===== src/rtl/dse_epoch_sampler.sv =====
// DSE epoch sampler: latches epoch/reset vector on the DSE reset handshake, then
// accumulates per-channel perf increments over fixed windows and drains each window
// as a valid/ready word stream. Define DSE_SAT_EN for saturating accumulators.
module dse_epoch_sampler #(
  parameter int NUM_CNT = 8,
  parameter int INC_W   = 6,
  parameter int ACC_W   = 48,
  parameter int WIN_W   = 20,
  parameter int EPOCH_W = 64,
  parameter int VEC_W   = 36,
  localparam int IDX_W  = (NUM_CNT > 1) ? $clog2(NUM_CNT) : 1
) (
  input  logic                     clock,
  input  logic                     reset,
  input  logic [NUM_CNT*INC_W-1:0] perf_inc,
  input  logic [WIN_W-1:0]         cfg_window,
  input  logic                     dse_reset_valid,
  input  logic [VEC_W-1:0]         dse_reset_vector,
  input  logic [EPOCH_W-1:0]       dse_epoch,
  output logic                     smp_valid,
  input  logic                     smp_ready,
  output logic [IDX_W-1:0]         smp_idx,
  output logic [ACC_W-1:0]         smp_data,
  output logic                     smp_last,
  output logic [EPOCH_W-1:0]       smp_epoch,
  output logic [31:0]              smp_win_id,
  output logic [VEC_W-1:0]         rst_vec_q,
  output logic                     record_active,
  output logic                     overrun,
  output logic [63:0]              n_cycles
);

  typedef enum logic [1:0] {IDLE, HOLD, ARM, RECORD} state_t;

  localparam logic [IDX_W-1:0] LAST_IDX = IDX_W'(NUM_CNT - 1);

  state_t             state_q;
  logic               rv_q;
  logic [63:0]        n_cycles_q;
  logic [WIN_W-1:0]   win_cnt_q;
  logic [WIN_W-1:0]   win_last_q;
  logic [31:0]        win_seq_q;
  logic [31:0]        smp_win_id_q;
  logic [EPOCH_W-1:0] smp_epoch_q;
  logic               overrun_q;
  logic               smp_valid_q;
  logic               smp_last_q;
  logic [IDX_W-1:0]   smp_idx_q;
  logic [ACC_W-1:0]   smp_data_q;
  logic [ACC_W-1:0]   acc_q    [NUM_CNT];
  logic [ACC_W-1:0]   shadow_q [NUM_CNT];
  logic [ACC_W-1:0]   acc_d    [NUM_CNT];
  logic [ACC_W:0]     acc_sum;

  logic             rise;
  logic             win_end;
  logic             drain_free;
  logic             xfer;
  logic [IDX_W-1:0] idx_nxt;

  assign rise       = dse_reset_valid && !rv_q;
  assign win_end    = (state_q == RECORD) && (win_cnt_q == win_last_q);
  assign xfer       = smp_valid_q && smp_ready;
  // The final handshake frees the shadow bank in the same cycle a window may end.
  assign drain_free = !smp_valid_q || (xfer && smp_last_q);
  assign idx_nxt    = smp_idx_q + 1'b1;

  // NOTE: combinational blocks give every target a value on every pass
  // (acc_sum first, then acc_d per channel) so no latch is inferred.
  always_comb begin
    acc_sum = '0;
    for (int i = 0; i < NUM_CNT; i++) begin
      acc_sum = {1'b0, acc_q[i]} + (ACC_W+1)'(perf_inc[i*INC_W +: INC_W]);
`ifdef DSE_SAT_EN
      acc_d[i] = acc_sum[ACC_W] ? '1 : acc_sum[ACC_W-1:0];
`else
      acc_d[i] = acc_sum[ACC_W-1:0];
`endif
    end
  end

  // NOTE: state is updated only with non-blocking assignments; later assignments
  // in this block deliberately override earlier ones (abort beats handshake, etc.).
  always_ff @(posedge clock) begin
    if (reset) begin
      state_q      <= IDLE;
      rv_q         <= 1'b0;
      n_cycles_q   <= '0;
      win_cnt_q    <= '0;
      win_last_q   <= '0;
      win_seq_q    <= '0;
      smp_win_id_q <= '0;
      smp_epoch_q  <= '0;
      overrun_q    <= 1'b0;
      smp_valid_q  <= 1'b0;
      smp_last_q   <= 1'b0;
      smp_idx_q    <= '0;
      smp_data_q   <= '0;
      rst_vec_q    <= '0;
      // NOTE: the accumulator and shadow banks are small flop arrays, not RAM,
      // so they are cleared by reset like any other register.
      for (int i = 0; i < NUM_CNT; i++) begin
        acc_q[i]    <= '0;
        shadow_q[i] <= '0;
      end
    end else begin
      rv_q       <= dse_reset_valid;
      n_cycles_q <= n_cycles_q + 64'd1;

      if (rise) begin
        smp_epoch_q  <= dse_epoch;
        win_cnt_q    <= '0;
        win_seq_q    <= '0;
        smp_win_id_q <= '0;
        overrun_q    <= 1'b0;
        smp_valid_q  <= 1'b0;
        smp_last_q   <= 1'b0;
        state_q      <= HOLD;
        for (int i = 0; i < NUM_CNT; i++) acc_q[i] <= '0;
      end else begin
        if (xfer) begin
          smp_valid_q <= !smp_last_q;
          if (!smp_last_q) begin
            smp_idx_q  <= idx_nxt;
            smp_data_q <= shadow_q[idx_nxt];
            smp_last_q <= (idx_nxt == LAST_IDX);
          end
        end

        case (state_q)
          IDLE: ;
          HOLD: begin
            if (!dse_reset_valid) begin
              rst_vec_q <= dse_reset_vector;
              state_q   <= ARM;
            end
          end
          ARM: begin
            // cfg_window == 0 wraps to all-ones, i.e. a window of 2^WIN_W cycles.
            win_last_q <= cfg_window - 1'b1;
            win_cnt_q  <= '0;
            state_q    <= RECORD;
          end
          RECORD: begin
            if (win_end) begin
              win_cnt_q <= '0;
              win_seq_q <= win_seq_q + 32'd1;
              for (int i = 0; i < NUM_CNT; i++) acc_q[i] <= '0;
              if (drain_free) begin
                for (int i = 0; i < NUM_CNT; i++) shadow_q[i] <= acc_d[i];
                smp_valid_q  <= 1'b1;
                smp_idx_q    <= '0;
                smp_data_q   <= acc_d[0];
                smp_last_q   <= (NUM_CNT == 1);
                smp_win_id_q <= win_seq_q + 32'd1;
              end else begin
                overrun_q <= 1'b1;
              end
            end else begin
              win_cnt_q <= win_cnt_q + 1'b1;
              for (int i = 0; i < NUM_CNT; i++) acc_q[i] <= acc_d[i];
            end
          end
          default: state_q <= IDLE;
        endcase
      end
    end
  end

  assign smp_valid     = smp_valid_q;
  assign smp_idx       = smp_idx_q;
  assign smp_data      = smp_data_q;
  assign smp_last      = smp_last_q;
  assign smp_epoch     = smp_epoch_q;
  assign smp_win_id    = smp_win_id_q;
  assign record_active = (state_q == RECORD);
  assign overrun       = overrun_q;
  assign n_cycles      = n_cycles_q;

endmodule


===== config.mk =====
export PLATFORM = sky130hd
export DESIGN_NAME = dse_epoch_sampler
export DESIGN_NICKNAME = d
export VERILOG_FILES = /design/src/rtl/dse_epoch_sampler.sv
export SDC_FILE = /design/constraint.sdc
export NUM_CORES = 2
export LEC_CHECK = 0
export CAP_MARGIN = 30
export CORE_ASPECT_RATIO = 0.5
export CORE_MARGIN = 2
export CORE_UTILIZATION = 40
export CTS_CLUSTER_DIAMETER = 150
export DETAILED_ROUTE_END_ITERATION = 6
export SKIP_LAST_GASP = 1
export SLEW_MARGIN = 20
export SYNTH_ARGS = -nofsm -noshare
export SYNTH_HDL_FRONTEND = slang
export SYNTH_SLANG_ARGS = --single-unit

===== constraint.sdc =====
create_clock -name clock -period 20.6 [get_ports clock]
set_input_delay 5.15 -clock clock [delete_from_list [all_inputs] [get_ports clock]]
set_output_delay 5.15 -clock clock [all_outputs]
set_load 0.03 [all_outputs]

==> metrics.txt <==
run status finished, final reports clean; top layer in use met5; design area 62000 sq um; Die Y roughly 260 um; switching share of power 23.9%; final design utilization 48.0%; Largest delay share family, worst path buffers and inverters; num rows 93; Sink Count 1093; path type of the worst setup path in2reg; Final Max Tran Viols 0; cell repeated most along the worst path buf_4; IO Pins approximately 420; top_reg_cell synth edfxtp_1; crit share post-route 43.0%; Synth Area per Inst 10.6 sq um; Reg power frac 51.6%; Internal around 3.6 mW; skew final 0.0409 ns; number of max-cap violations 0; share of cells above drive strength 1 between 7 and 8%; Syn. warnings 0; Peak Freq 113 MHz; Max VDD drop 0.0000663 V; Worst-Margin Slew ~1.1 ns; CTS H-tree lvls 3; Die W 516 um; Syn Nets 5169; Final Setup Violations 0; initial antenna violation count 5; 1st-pass router iterations 6; Setup Fix Bufs, Post-CTS 0; unrepaired setup endpoints after global routing no; Die Area between 100000 and 150000 sq um; Crit-path slowest cell buf_4; Final Routed Wirelength 155000 um; CP Capture Type flip-flop; worst path arrival time between 9 and 10 ns; CP bufs+invs 5; HPWL Detailed 107000 um; worst reg2reg setup slack 15.68 ns; initial core utilization 40.5%; post_cts resized 0; routability cong. 0.852; critical path cell sequence clkdlybuf4s50_1 -> a21boi_0 -> nor2_1 -> a41o_4 -> buf_12 -> buf_4 -> buf_4 -> buf_16; largest net degree at the start of global routing roughly 200; PwrDens 77.0 nW/um^2; vias in the first global route 38500; first-pass GRT wire length 235000 um; hold_buf cts 0; vias per cell 5.55; 1st-iter DRT viols 3481; pre-CTS WS between 10 and 15 ns; LEAKAGE 20.3 nW; worst hold-check path type reg2reg; WL met3 10600 um; Worst EP required 20.98 ns; Psw 1.14 mW; DP Area about 58000 sq um; GRT Util Overall 22.7%; Metal-1 WL 67500 um; Core Area 129000 sq um; clk slew on worst S/H paths 0.06 ns; combinational power share 7.0%; Area growth syn-to-layout 18.4%; Root Driver clkbuf_16; Netlist cell types 80; Port Buf Inserts roughly 420; Final Power between 4 and 5 mW; startpoint types primary input; fraction of registers with async set/reset 0%; clock share of power 41.4%; Via Count 39500; CP max FO 171; TritonCTS clock tree done; clock latency on the worst-skew pair between 0.7 and 0.8 ns; drt wl/cell 21.9 um; post-synthesis cell count 4935; GRT overflow 0; number of synthesized register bits approximately 1100; Post-layout nets 5491; DR WL met2 73600 um; setup_tns 0 ns; Seq/Total Area, Yosys 55.6%; Worst path max stage delay a little over 0.7 ns; Rel. slew slack 25.9%; final hold viol count 0; PnR worst setup slack 11.75 ns; Syn Std Cell Area about 52000 sq um; Max clock buf depth 3; CTS buffer count 105; Final Critical Period 8.85 ns; Final ANT Viol Nets 0; EDFF count, synth 720; drc violations 0; fill count between 10000 and 15000
-- cells in the mapped netlist, drive strengths merged, types with 49 or more instances --
cell	number	area, sq um
a211oi	49	373
a21oi	222	1110
and3	75	469
buf	96	469
clkbuf	183	688
dfxtp	373	7470
edfxtp	720	21600
ha	54	676
inv	83	312
mux2i	50	500
mux4	96	2160
nand2	438	1640
nand3	183	921
nand4	125	795
nor2	888	3330
nor3	97	512
nor4	83	589
o21ai	178	895
or3	55	349
xnor2	262	2290
xor2	222	1940
-- placed cells by master (no fill, tap or decap), types with 29 or more instances in the layout --
master | netlist | final
xor2_1 | 222 | 221
xnor2_1 | 262 | 262
nor2_1 | 888 | 884
nand2_1 | 438 | 435
nor3_1 | 93 | 92
clkdlybuf4s50_1 | 0 | 421
clkbuf_1 | 182 | 34
and4_1 | 30 | 30
nand3_1 | 182 | 182
ha_1 | 54 | 53
and3_1 | 75 | 75
dfxtp_1 | 373 | 372
a21o_1 | 29 | 29
or3_1 | 54 | 53
and2_1 | 47 | 47
mux4_2 | 96 | 96
o21ai_0 | 173 | 170
o31ai_1 | 35 | 33
edfxtp_1 | 720 | 720
inv_1 | 83 | 83
nand4_1 | 123 | 123
a211oi_1 | 48 | 47
mux2i_1 | 50 | 50
nor4_1 | 76 | 75
a21oi_1 | 222 | 221
clkbuf_16 | 0 | 111
or4_1 | 40 | 40
buf_4 | 1 | 57
-- per-stage QoR --
step,instances,hold slack (ns)
5_1_grt,7103,0.476
4_1_cts,7096,0.456
3_5_place_dp,6900,0.442
3_3_place_gp,6889,0.441
6_report,7104,0.452
2_1_floorplan,4935,0.436
-- logic make-up after synthesis --
| logic type | Yosys count | synth area share [%] |
|---|---|---|
| AND/OR/NAND/NOR | 2135 | 19.2 |
| flip-flops | 1093 | 55.6 |
| AO/OA/AOI/OAI | 652 | 7.69 |
| XOR/XNOR | 484 | 8.10 |
| buffers and inverters | 362 | 2.81 |
| multiplexers | 147 | 5.11 |
| adder cells (fa/ha/maj) | 62 | 1.60 |
-- state kept, by name, indices dropped and copies added (netlist names) --
register and cells:
acc_q 384, shadow_q 384, n_cycles 64, smp_epoch 64, smp_data 48, rst_vec_q 36, smp_win_id 32, win_seq_q 32
win_cnt_q 20, win_last_q 20, smp_idx 3, state_q 2, overrun 1, rv_q 1, smp_last 1, smp_valid 1
-- power groups by stage --
stage / registers (mW) / logic, mW / clock network [mW]
detailed placement: 2.51 / 0.329 / 0
CTS: 2.47 / 0.331 / 2.01
global placement: 2.51 / 0.325 / 0
global route: 2.47 / 0.356 / 2.09
finish: 2.47 / 0.332 / 1.98
floorplan: 2.53 / 0.165 / 0
-- path summary, 6_finish.rpt --
kind                start         endpoint  cells past startpoint
max             smp_ready  shadow_q[2][15]                      8
min          smp_epoch[2]     smp_epoch[2]                      2
max reg2reg  win_cnt_q[6]  shadow_q[2][15]                      8
min reg2reg  smp_epoch[2]     smp_epoch[2]                      2
-- final cells by class --
cell class / count / area (sq um) / share of cell area (%)
inverter: 83 / 312 / 0.502
sequential: 1093 / 29100 / 46.9
clock inverter: 41 / 407 / 0.656
tap: 1757 / 2200 / 3.55
multi-input combinational: 3480 / 22000 / 35.5
antenna: 1 / 2.50 / 0.00404
timing repair buffer: 494 / 4980 / 8.03
clock buffer: 155 / 3030 / 4.89
-- per-layer routing --
layer  GRT usage, %  up-vias
met1           31.2    19600
met4           6.19        4
li1               -    18400
met5              0        -
met3           3.87      209
met2           37.2     1258
-- worst reg2reg max path, delay by kind of cell, from the launching register on --
| family | cells | cell delay (ns) |
|---|---|---|
| DFF | 1 | 0.52 |
| buffers and inverters | 4 | 2.38 |
| xor gates and xnor gates | 1 | 0.11 |
| AOI/OAI and AO/OA | 1 | 0.52 |
| and+or+nand+nor | 2 | 1.04 |
Note: power is estimated with default switching activity, not from simulation.
